===== config.mk =====
export PLATFORM = sky130hd
export DESIGN_NAME = l_addsub_sat_pipe
export DESIGN_NICKNAME = d
export VERILOG_FILES = /design/src/rtl/l_addsub_sat_pipe_pkg.sv /design/src/rtl/l_pipe_stage.sv /design/src/rtl/l_addsub_sat_pipe.sv
export SDC_FILE = /design/constraint.sdc
export NUM_CORES = 1
export LEC_CHECK = 0
export CAP_MARGIN = 20
export CORE_MARGIN = 5
export CORE_UTILIZATION = 45
export DETAILED_ROUTE_END_ITERATION = 7
export PLACE_DENSITY = 0.85
export SYNTH_ARGS = -nofsm -noshare
export SYNTH_HDL_FRONTEND = slang
export SYNTH_SLANG_ARGS = --single-unit

===== constraint.sdc =====
create_clock -name clk -period 4.5 [get_ports clk]
set_clock_uncertainty 0.05 [all_clocks]
set_input_delay 0.675 -clock clk [delete_from_list [all_inputs] [get_ports clk]]
set_output_delay 0.675 -clock clk [all_outputs]
set_load 0.1 [all_outputs]

===== src/rtl/l_addsub_sat_pipe_pkg.sv =====
// Shared fixed-point definitions for the saturating add/sub datapath.
package l_addsub_sat_pipe_pkg;

    // Per-sample operation select (sub input)
    typedef enum logic {
        OpAdd = 1'b0,
        OpSub = 1'b1
    } addsub_op_e;

    // Overflow handling mode (sat_en input), shared with the other fxp blocks
    typedef enum logic {
        ModeWrap = 1'b0,
        ModeSat  = 1'b1
    } sat_mode_e;

    localparam int unsigned MinStages = 1;
    localparam int unsigned MaxStages = 4;

    // Two's complement overflow: the guard bit disagrees with the result sign
    function automatic logic ovf_detect(input logic guard_bit, input logic sign_bit);
        return guard_bit ^ sign_bit;
    endfunction

endpackage


===== src/rtl/l_pipe_stage.sv =====
// One valid/ready register slice: holds data while stalled, no skid buffer.
module l_pipe_stage #(
    parameter int unsigned DW = 33
) (
    input  logic          clk,
    input  logic          reset,
    input  logic          in_valid,
    input  logic [DW-1:0] in_data,
    input  logic          next_advance,
    output logic          advance,
    output logic          out_valid,
    output logic [DW-1:0] out_data
);

    logic          valid_q, valid_d;
    logic [DW-1:0] data_q, data_d;

    assign advance   = ~valid_q | next_advance;
    assign out_valid = valid_q;
    assign out_data  = data_q;

    // Load a new sample (or a bubble) when advancing; otherwise hold
    always_comb begin
        valid_d = valid_q;
        data_d  = data_q;
        if (advance) begin
            valid_d = in_valid;
            if (in_valid) begin
                data_d = in_data;
            end
        end
    end

    // Slice register with synchronous reset
    always_ff @(posedge clk) begin
        if (reset) begin
            valid_q <= 1'b0;
            data_q  <= '0;
        end else begin
            valid_q <= valid_d;
            data_q  <= data_d;
        end
    end

endmodule


===== src/rtl/l_addsub_sat_pipe.sv =====
// Saturating/wrapping add-subtract with a valid/ready pipeline and overflow status.
module l_addsub_sat_pipe
    import l_addsub_sat_pipe_pkg::*;
#(
    parameter int unsigned WIDTH  = 32,
    parameter int unsigned STAGES = 2,
    parameter int unsigned CNT_W  = 16
) (
    input  logic             clk,
    input  logic             reset,
    input  logic             in_valid,
    output logic             in_ready,
    input  logic [WIDTH-1:0] a,
    input  logic [WIDTH-1:0] b,
    input  logic             sub,
    input  logic             sat_en,
    output logic             out_valid,
    input  logic             out_ready,
    output logic [WIDTH-1:0] c,
    output logic             overflow,
    output logic             ovf_sticky,
    output logic [CNT_W-1:0] ovf_count,
    input  logic             ovf_clr
);

    localparam int unsigned DW = WIDTH + 1;
    localparam logic [WIDTH-1:0] FxpMax = {1'b0, {(WIDTH-1){1'b1}}};
    localparam logic [WIDTH-1:0] FxpMin = {1'b1, {(WIDTH-1){1'b0}}};

    addsub_op_e op;
    sat_mode_e  mode;
    logic [WIDTH:0]   a_ext, b_ext, sum;
    logic             ovf;
    logic [WIDTH-1:0] res;

    assign op   = addsub_op_e'(sub);
    assign mode = sat_mode_e'(sat_en);

    // Sign-extend by one guard bit, add or subtract, then saturate if enabled
    always_comb begin
        a_ext = {a[WIDTH-1], a};
        b_ext = {b[WIDTH-1], b};
        sum   = (op == OpSub) ? (a_ext - b_ext) : (a_ext + b_ext);
        ovf   = ovf_detect(sum[WIDTH], sum[WIDTH-1]);
        res   = sum[WIDTH-1:0];
        if (ovf && (mode == ModeSat)) begin
            res = sum[WIDTH] ? FxpMin : FxpMax;
        end
    end

    // Pipeline chain; index 0 is the input side, index STAGES the output side
    logic [STAGES:0] stg_valid;
    logic [STAGES:0] stg_adv;
    logic [DW-1:0]   stg_data [STAGES+1];

    assign stg_valid[0]    = in_valid;
    assign stg_data[0]     = {ovf, res};
    assign stg_adv[STAGES] = out_ready;
    assign in_ready        = stg_adv[0];

    for (genvar k = 0; k < STAGES; k++) begin : g_stage
        l_pipe_stage #(
            .DW (DW)
        ) u_stage (
            .clk          (clk),
            .reset        (reset),
            .in_valid     (stg_valid[k]),
            .in_data      (stg_data[k]),
            .next_advance (stg_adv[k+1]),
            .advance      (stg_adv[k]),
            .out_valid    (stg_valid[k+1]),
            .out_data     (stg_data[k+1])
        );
    end

    assign out_valid       = stg_valid[STAGES];
    assign {overflow, c}   = stg_data[STAGES];

    logic             sticky_q, sticky_d;
    logic [CNT_W-1:0] count_q, count_d;
    logic             xfer_ovf;

    assign xfer_ovf   = out_valid && out_ready && overflow;
    assign ovf_sticky = sticky_q;
    assign ovf_count  = count_q;

    // Status follows output transfers; an overflow transfer beats a concurrent clear
    always_comb begin
        sticky_d = sticky_q;
        count_d  = count_q;
        if (xfer_ovf) begin
            sticky_d = 1'b1;
            if (ovf_clr) begin
                count_d = CNT_W'(1);
            end else if (count_q != '1) begin
                count_d = count_q + CNT_W'(1);
            end
        end else if (ovf_clr) begin
            sticky_d = 1'b0;
            count_d  = '0;
        end
    end

    // Status registers with synchronous reset
    always_ff @(posedge clk) begin
        if (reset) begin
            sticky_q <= 1'b0;
            count_q  <= '0;
        end else begin
            sticky_q <= sticky_d;
            count_q  <= count_d;
        end
    end

endmodule

# Word-level counts from Yosys, hierarchy flattened
# Cells that the tools add are included.
# totals
register_bits	85
input_bits	71
output_inout_bits	52
word_cells	32
# op_classes
add_sub_neg	3
n_eq_ne	1
muxes	9
bitwise_logic	5
reduce_logical	8
# op_table
cell	n
two-way mux 16 bit	4
two-way mux 32 bit	2
adder 32 x 32 -> 33 bit	1
two-way mux 33 bit	1
subtractor 32 x 32 -> 33 bit	1
adder 16 x 1 -> 16 bit, second input constant	1
!= test 16 bit, second input constant	1
AND reduction 2 bit	3
nonzero test 2 bit	2
logical AND 1 bit	3
two-way mux 1 bit	2
NOT 1 bit	2
OR 1 bit	2
XOR 1 bit	1

# Logic depth before layout (Yosys ltp)
# Gate-level depths: netlist (run 1).
# logic_depth
ltp_word	5
mapped_depth	18
ltp_nobuf	17

# Hierarchy
# Synthesis (run 1) repeated with hierarchy kept, for this count alone.
# unflattened
hier_cells	845
hier_area_um2	6975.4
# modules_own_cells
mod	instances	cells_each	area_each_um2	seq_area_each_um2
l_addsub_sat_pipe	1	535	3732.3	340.3
l_pipe_stage	2	155	1621.6	680.7

# Worst setup path before layout (run 1)
# Ideal clock, no wire load.
# synth_path
kind	input to register
from	in b[2]
to	reg g_stage[0].u_stage.data_q[1]
setup_ps	103
arrival_time_ps	4545
required_ps	4347
slack_ps	-198
stages	17
path_buffers	2
cell_sequence	nor2_1 > nor4b_1 > and4_1 > nor2b_1 > nor3b_1 > a21oi_1 > xnor2_1 > ha_1 > clkbuf_1 > and3_1 > and4_1 > and3_1 > a211o_1 > nor2_2 > a31oi_4 > buf_6 > a2111oi_2
# synth_via
elab_chain_len	5
elab_cells_between_ends	7
cone_classes	add/sub: 2; mux: 3; bitwise: 1; reduce/logical: 1
# synth_lines
element	line	rtl
start, declared	l_addsub_sat_pipe.sv:14	input logic [WIDTH-1:0] b,
adder 32 x 32 -> 33 bit or subtractor 32 x 32 -> 33 bit (tied branches)	l_addsub_sat_pipe.sv:43	sum = (op == OpSub) ? (a_ext - b_ext) : (a_ext + b_ext);
two-way mux 33 bit *	l_addsub_sat_pipe.sv:43	
XOR 1 bit	l_addsub_sat_pipe_pkg.sv:21	return guard_bit ^ sign_bit;
logical AND 1 bit	l_addsub_sat_pipe.sv:46	if (ovf && (mode == ModeSat)) begin
two-way mux 32 bit *	l_addsub_sat_pipe.sv:46	
end signal, assigned	l_pipe_stage.sv:41	data_q <= data_d;
end, declared	l_pipe_stage.sv:16	logic [DW-1:0] data_q, data_d;
# Every way passes the cells marked *; elsewhere a longest branch is shown, timed or not.
# A chain may end at the register's enable or synchronous reset.

# Worst setup path after layout (run 1)
# layout_path
from	in b[19]
to	reg g_stage[0].u_stage.data_q[15]
# Same word-level chain as after synthesis.

==> results.py, run 1 <==
metrics = {
    "logic_synthesis": {
        "synth-warning-count": 0,
        "synth_area_um2": 5730,
        "synth_compound_area_share_pct": 24.7,
        "synth_adder_area_share_pct": 7.78,
        "synth-simple-area-share_pct": 21.9,
        "synthMuxAreaShare_pct": 0.524,
        "yosys.area.top_type": "dfxtp_1",
        "postSynthCellCount": 705,
        "ys.flop_type": "dfxtp_1",
        "synthTopCellsByArea": "dfxtp_1 30%, a2111oi_2 7.9%, ha_1 7.4%",
        "synthArstFlopShare_pct": 0,
        "synth_nets": 811,
        "synth_edf_count": 0,
        "yosysMostFrequentCell": "nand2_1",
        "synth_xor_area_share_pct": 11.3,
        "synth.top_cell.area_share_pct": 29.7,
        "seq_area_frac_synth_pct": 29.7,
        "synth_top_family_by_area": "compound AO/OA/AOI/OAI gates",
        "ys_ff_latch": 85,
        "synth_area_per_cell_um2": 8.12,
        "synthDistinctLibCells": 61,
        "synth_common_cells": "92 x nand2_1, 89 x nor2_1, 85 x dfxtp_1",
    },
    "floorplanning": {
        "row_count": 41,
        "initial_core_util_pct": 45.6,
        "design.die.area_um2": 15100,
        "ios": 123,
        "die_w_um": 123,
        "die_h_um": 123,
        "fp.coreArea_um2": 12600,
    },
    "global_route": {
        "grt_pass1_vias": 5850,
        "antenna_found_initial": 0,
        "grt_pass1_wl_mm": 26.6,
        "grt_max_degree": 40,
        "gr-total-overflow": 0,
        "track_usage_pct": 21.6,
    },
    "timing": {
        "fmaxAchievable_mhz": 225,
        "period_minus_slack_ps": 4440,
        "grt_setup_unrepaired": "yes",
        "finalSetupTns_ps": 0,
        "max-slew-margin-rel_pct": 32.2,
        "setup_ws_ps": 60.5,
        "tightest_slew_ps": 1010,
        "setup_viol": 0,
        "hold_violations": 0,
        "drv_slew": 0,
        "hold_slack_ps": 405,
        "fin_crit_sh_pct": 98.7,
    },
    "setup_path": {
        "start_kind": "primary input",
        "cp.arrival_ps": 4610,
        "required_ps": 4670,
        "cp_max_fo": 8,
        "crit_start": "b[19]",
        "rr_startpoint": "ovf_count[0]",
        "end_kind": "flip-flop",
        "setup.worst_path.class": "in -> reg",
    },
    "layout": {
        "fill_cells": 899,
        "drive_gt1_share_pct": 24.6,
        "syn_to_final_growth_pct": 53.8,
        "nets": 1046,
        "antennaDiodeCount": 0,
        "final_area_um2": 8810,
    },
    "cts": {
        "cts_tree": "yes",
        "clock_sinks": 85,
        "cts_max_level": 3,
        "cts_buffers": 9,
        "clk_pin_slew_ps": 60,
        "clk-insertion-delay-late_ps": 340,
        "cts_root_buffer": "clkbuf_16",
        "holdBufCountCts": 0,
        "clock_path_buffers": 2,
    },
    "place": {
        "numPortBuffers": 122,
        "gp_congestion": 0.878,
        "placed_area_um2": 7950,
        "pre_cts_slack_ps": -668,
        "dp_hpwl_mm": 12.3,
    },
    "power_and_ir_drop": {
        "finalPower_w": 0.00274,
        "power.leakage_nw": 3.54,
        "vdd_drop_max_mv": 0.171,
        "powerDensity_nw_per_um2": 312,
    },
    "drt": {
        "drt_wl_total_mm": 17.1,
        "drc": 0,
        "drtAntennaViolNets": 0,
        "drtPass1Iterations": 5,
        "num_vias": 6046,
        "drtIter0Drc": 351,
        "wl_per_cell_um": 15.3,
        "viasPerCell": 5.41,
    },
    "run_status": {
        "status": "complete, no violations",
    },
    "min_path": {
        "min_from": "g_stage[0].u_stage.out_data[15]",
        "min_path_type": "reg -> reg",
    },
    "run": {
        "cap_violations": 0,
    },
}
==> kinds of logic after synthesis <==
logic type               after synthesis
multiplexers                           3
AND/OR/NAND/NOR                      269
AO/OA/AOI/OAI                        188
XOR/XNOR                              72
flip-flops                            85
adder cells (fa/ha/maj)               35
buffers and inverters                 53
==> worst max-delay path: stages <==
cell and delay (ps):
buf_6 90, or4_4 530, or3_4 380, nor4_4 260, buf_6 170, a31oi_4 90
xnor2_1 150, ha_1 350, and3_4 240, and4_4 230, nor2_1 40, mux2i_1 180
o41ai_2 110, buf_4 160, nor2_4 170, a31oi_4 200, buf_8 220, a2111oi_4 380
==> final timing paths <==
kind / slack, ps / cells after the start / to
setup / recovery: 60 / 18 / g_stage[0].u_stage.out_data[15]
hold / removal: 410 / 2 / g_stage[1].u_stage.out_data[15]
setup reg to reg: 1620 / 11 / ovf_count[12]
hold reg to reg: 410 / 2 / g_stage[1].u_stage.out_data[15]
==> cell type report <==
cell class                 count  area, um^2  area share, %
clock inverter                 7        81.3          0.923
sequential                    85        1700           19.3
multi-input combinational    567        4140           47.0
timing repair buffer         258        2370           26.9
inverter                      19        71.3          0.810
tap                          172         215           2.44
clock buffer                   9         225           2.56
==> power by group <==
group / total (W) / switching (W) / leakage, nW / internal (W)
Combinational: 0.00114 / 0.000625 / 2.69 / 0.000513
Sequential: 0.000850 / 0.0000368 / 0.695 / 0.000813
Clock: 0.000756 / 0.000317 / 0.152 / 0.000439
Total: 0.00274 / 0.000979 / 3.54 / 0.00176
==> through the flow <==
| stage | util, % | cells |
|---|---|---|
| global placement | 63.0 | 1081 |
| global route | 70.1 | 1117 |
| detailed placement | 63.2 | 1082 |
| CTS | 67.6 | 1109 |
| finish | 70.1 | 1117 |
| floorplan | - | 705 |
==> state kept, by name, summed over array words and instances (netlist names) <==
signal                     cells
g_stage.u_stage.out_data      66
g_stage.u_stage.out_valid      2
ovf_count                     16
ovf_sticky                     1
==> layout by cell type (no fill, tap or decap), drive strengths merged, types with 22 or more instances in the layout <==
cell	instances
clkdlybuf4s50	103
xor2	28
a21oi	83
xnor2	44
dfxtp	85
inv	22
nor2	90
a2111oi	32
nand2	92
ha	34
buf	138
==> timing repair <==
| item | 4_1_cts | 5_1_grt |
|---|---|---|
| setup endpoints to repair | 32 | 33 |
| gates cloned | 2 | 0 |
| gates resized for setup | 32 | 65 |
| pin swaps | 20 | 36 |
| setup buffers | 9 | 9 |
| endpoints found under the hold margin | 0 | 0 |
==> routing by layer <==
metal  GRT usage [%]  vias to the layer above  share of wire, %
li1                -                     2990                 -
met1            26.9                     2807                42
met5               0                        -                 0
met2            38.5                      210                50
met3            3.27                       39               6.0
met4            6.44                        0               2.0
No activity file was read; power rests on OpenSTA's default activity.
==> run 2, diff against run 1 <==
--- a/config.mk
+++ b/config.mk
@@ -10,5 +10,5 @@
 export CORE_UTILIZATION = 45
 export DETAILED_ROUTE_END_ITERATION = 7
-export PLACE_DENSITY = 0.85
+export PLACE_DENSITY_LB_ADDON = 0.25
 export SYNTH_ARGS = -nofsm -noshare
 export SYNTH_HDL_FRONTEND = slang
--- a/constraint.sdc
+++ b/constraint.sdc
@@ -3,3 +3,3 @@
 set_input_delay 0.675 -clock clk [delete_from_list [all_inputs] [get_ports clk]]
 set_output_delay 0.675 -clock clk [all_outputs]
-set_load 0.1 [all_outputs]
+set_load 0.02 [all_outputs]
==> results.py, run 2 (synthesis results as in run 1) <==
metrics = {
    "run_status": {
        "status": "complete, but fails checks",
        "violations": "setup timing",
    },
    "global_route": {
        "antenna_found_initial": 0,
        "track_usage_pct": 22.2,
        "gr-total-overflow": 0,
        "grt_pass1_vias": 6002,
        "grt_pass1_wl_mm": 27.5,
        "grt_max_degree": 45,
    },
    "setup_path": {
        "cp_max_fo": 6,
        "setup.worst_path.class": "in -> reg",
        "critPathMaxStageDelay_ps": 520,
        "crit_chain": "buf_6 > or4_4 > or3_4 > nor4_4 > buf_4 > a31oi_4 > xnor2_1 > ha_1 > and2_4 > or2_4 > nand2_2 > a31oi_1 > nor2_1 > o21ai_4 > xnor2_2 > buf_4 > a31oi_4 > buf_12 > buf_12 > buf_16 > a2111oi_4",
        "start_kind": "primary input",
        "cp_slowest_cell": "or4_4",
        "end_kind": "flip-flop",
        "cp.arrival_ps": 4810,
        "required_ps": 4670,
        "cp_num_buf_inv": 6,
        "cp_top_family": "simple AND/OR/NAND/NOR gates",
    },
    "timing": {
        "max-slew-margin-rel_pct": 45.7,
        "finalSetupTns_ps": -1590,
        "setup_viol": 31,
        "fmaxAchievable_mhz": 216,
        "grt_setup_unrepaired": "yes",
        "hold_violations": 0,
        "hold_slack_ps": 409,
        "fin_crit_sh_pct": 103,
        "tightest_slew_ps": 814,
        "drv_slew": 0,
        "period_minus_slack_ps": 4640,
        "setup_ws_ps": -136,
    },
    "floorplanning": {
        "row_count": 41,
        "fp.coreArea_um2": 12600,
        "die_w_um": 123,
        "ios": 123,
        "initial_core_util_pct": 45.6,
        "design.die.area_um2": 15100,
        "die_h_um": 123,
    },
    "power_and_ir_drop": {
        "powerDensity_nw_per_um2": 307,
        "power.leakage_nw": 3.62,
        "vdd_drop_max_mv": 0.179,
    },
    "drt": {
        "drtAntennaViolNets": 0,
        "viasPerCell": 5.44,
        "drtIter0Drc": 401,
        "drt_wl_total_mm": 18.7,
        "wl_per_cell_um": 16.6,
        "num_vias": 6124,
        "drtPass1Iterations": 5,
        "drc": 0,
    },
    "cts": {
        "clk_pin_slew_ps": 60,
        "clock_sinks": 85,
        "clock_path_buffers": 2,
        "cts_root_buffer": "clkbuf_16",
        "cts_max_level": 3,
        "cts_tree": "yes",
        "clk-insertion-delay-late_ps": 340,
        "cts_buffers": 9,
        "holdBufCountCts": 0,
    },
    "run": {
        "cap_violations": 0,
    },
    "layout": {
        "syn_to_final_growth_pct": 60.7,
        "final_util_pct": 73.2,
        "instances_no_fill": 1126,
        "final_cell_mix": "124 x buf_4, 101 x clkdlybuf4s50_1, 91 x nand2_1, 86 x nor2_1, 85 x dfxtp_1",
        "nets": 1056,
        "drive_gt1_share_pct": 25.4,
        "antennaDiodeCount": 0,
        "largest_reg_flops": 66,
        "final_common_cell": "buf_4",
    },
    "place": {
        "pre_cts_slack_ps": -655,
        "dp_hpwl_mm": 12.6,
        "dp_cells": 1088,
        "numPortBuffers": 122,
        "gp_congestion": 0.935,
    },
    "min_path": {
        "min_path_type": "reg -> reg",
    },
}
run 2: cell types whose count changed in the layout (fill, tap and decap cells not counted), moves of 3 or more:
cell / delta
dlymetal6s2s_1: -4
buf_12: +4
buf_16: +3
buf_6: -3
a2111oi_4: +14
a2111oi_2: -14
buf_4: +6
a21oi_2: -3
clkdlybuf4s15_1: +3
run 2: through the flow:
step	cell area, um^2	power (W)
5_1_grt	9200	0.00295
3_5_place_dp	7980	0.00179
4_1_cts	8590	0.00264
3_3_place_gp	7950	0.00176
2_1_floorplan	5740	0.00140
6_report	9200	0.00283
run 2: where the power goes:
group	leakage [nW]	total (W)	switching (W)	internal, W
Combinational	2.78	0.00119	0.000602	0.000584
Clock	0.152	0.000788	0.000290	0.000497
Sequential	0.695	0.000852	0.0000385	0.000814
run 2: repair_timing:
action | CTS | global route
setup buffers | 11 | 10
gates resized for setup | 44 | 88
pin swaps | 16 | 53
cloned | 3 | 1
endpoints found under the hold margin | 0 | 0
setup endpoints to repair | 32 | 32
run 2: layer usage:
layer	GRT usage [%]	share of wire [%]
met4	6.23	1.6
met2	39.6	51
met3	3.64	5.4
met1	27.6	42
met5	0	0
run 2: tightest hold or removal path, cell delays in order (launching register included):
cell and delay [ps]:
dfxtp_1 310, nand2_1 50, a21oi_1 50
run 2: layout make-up:
cell class | count | area [um^2]
timing repair buffer | 268 | 2540
multi-input combinational | 567 | 4360
inverter | 19 | 71.3
clock inverter | 4 | 72.6
fill | 900 | 3360
sequential | 85 | 1700
tap | 172 | 215
clock buffer | 11 | 243
run 2: worst paths after layout:
path	from	end	slack (ps)	cells after the start
max reg2reg	ovf_count[0]	ovf_count[12]	1220	10
max	b[17]	g_stage[0].u_stage.out_data[11]	-140	21
min reg2reg	g_stage[1].u_stage.out_data[8]	g_stage[1].u_stage.out_data[8]	410	2
min	g_stage[1].u_stage.out_data[8]	g_stage[1].u_stage.out_data[8]	410	2
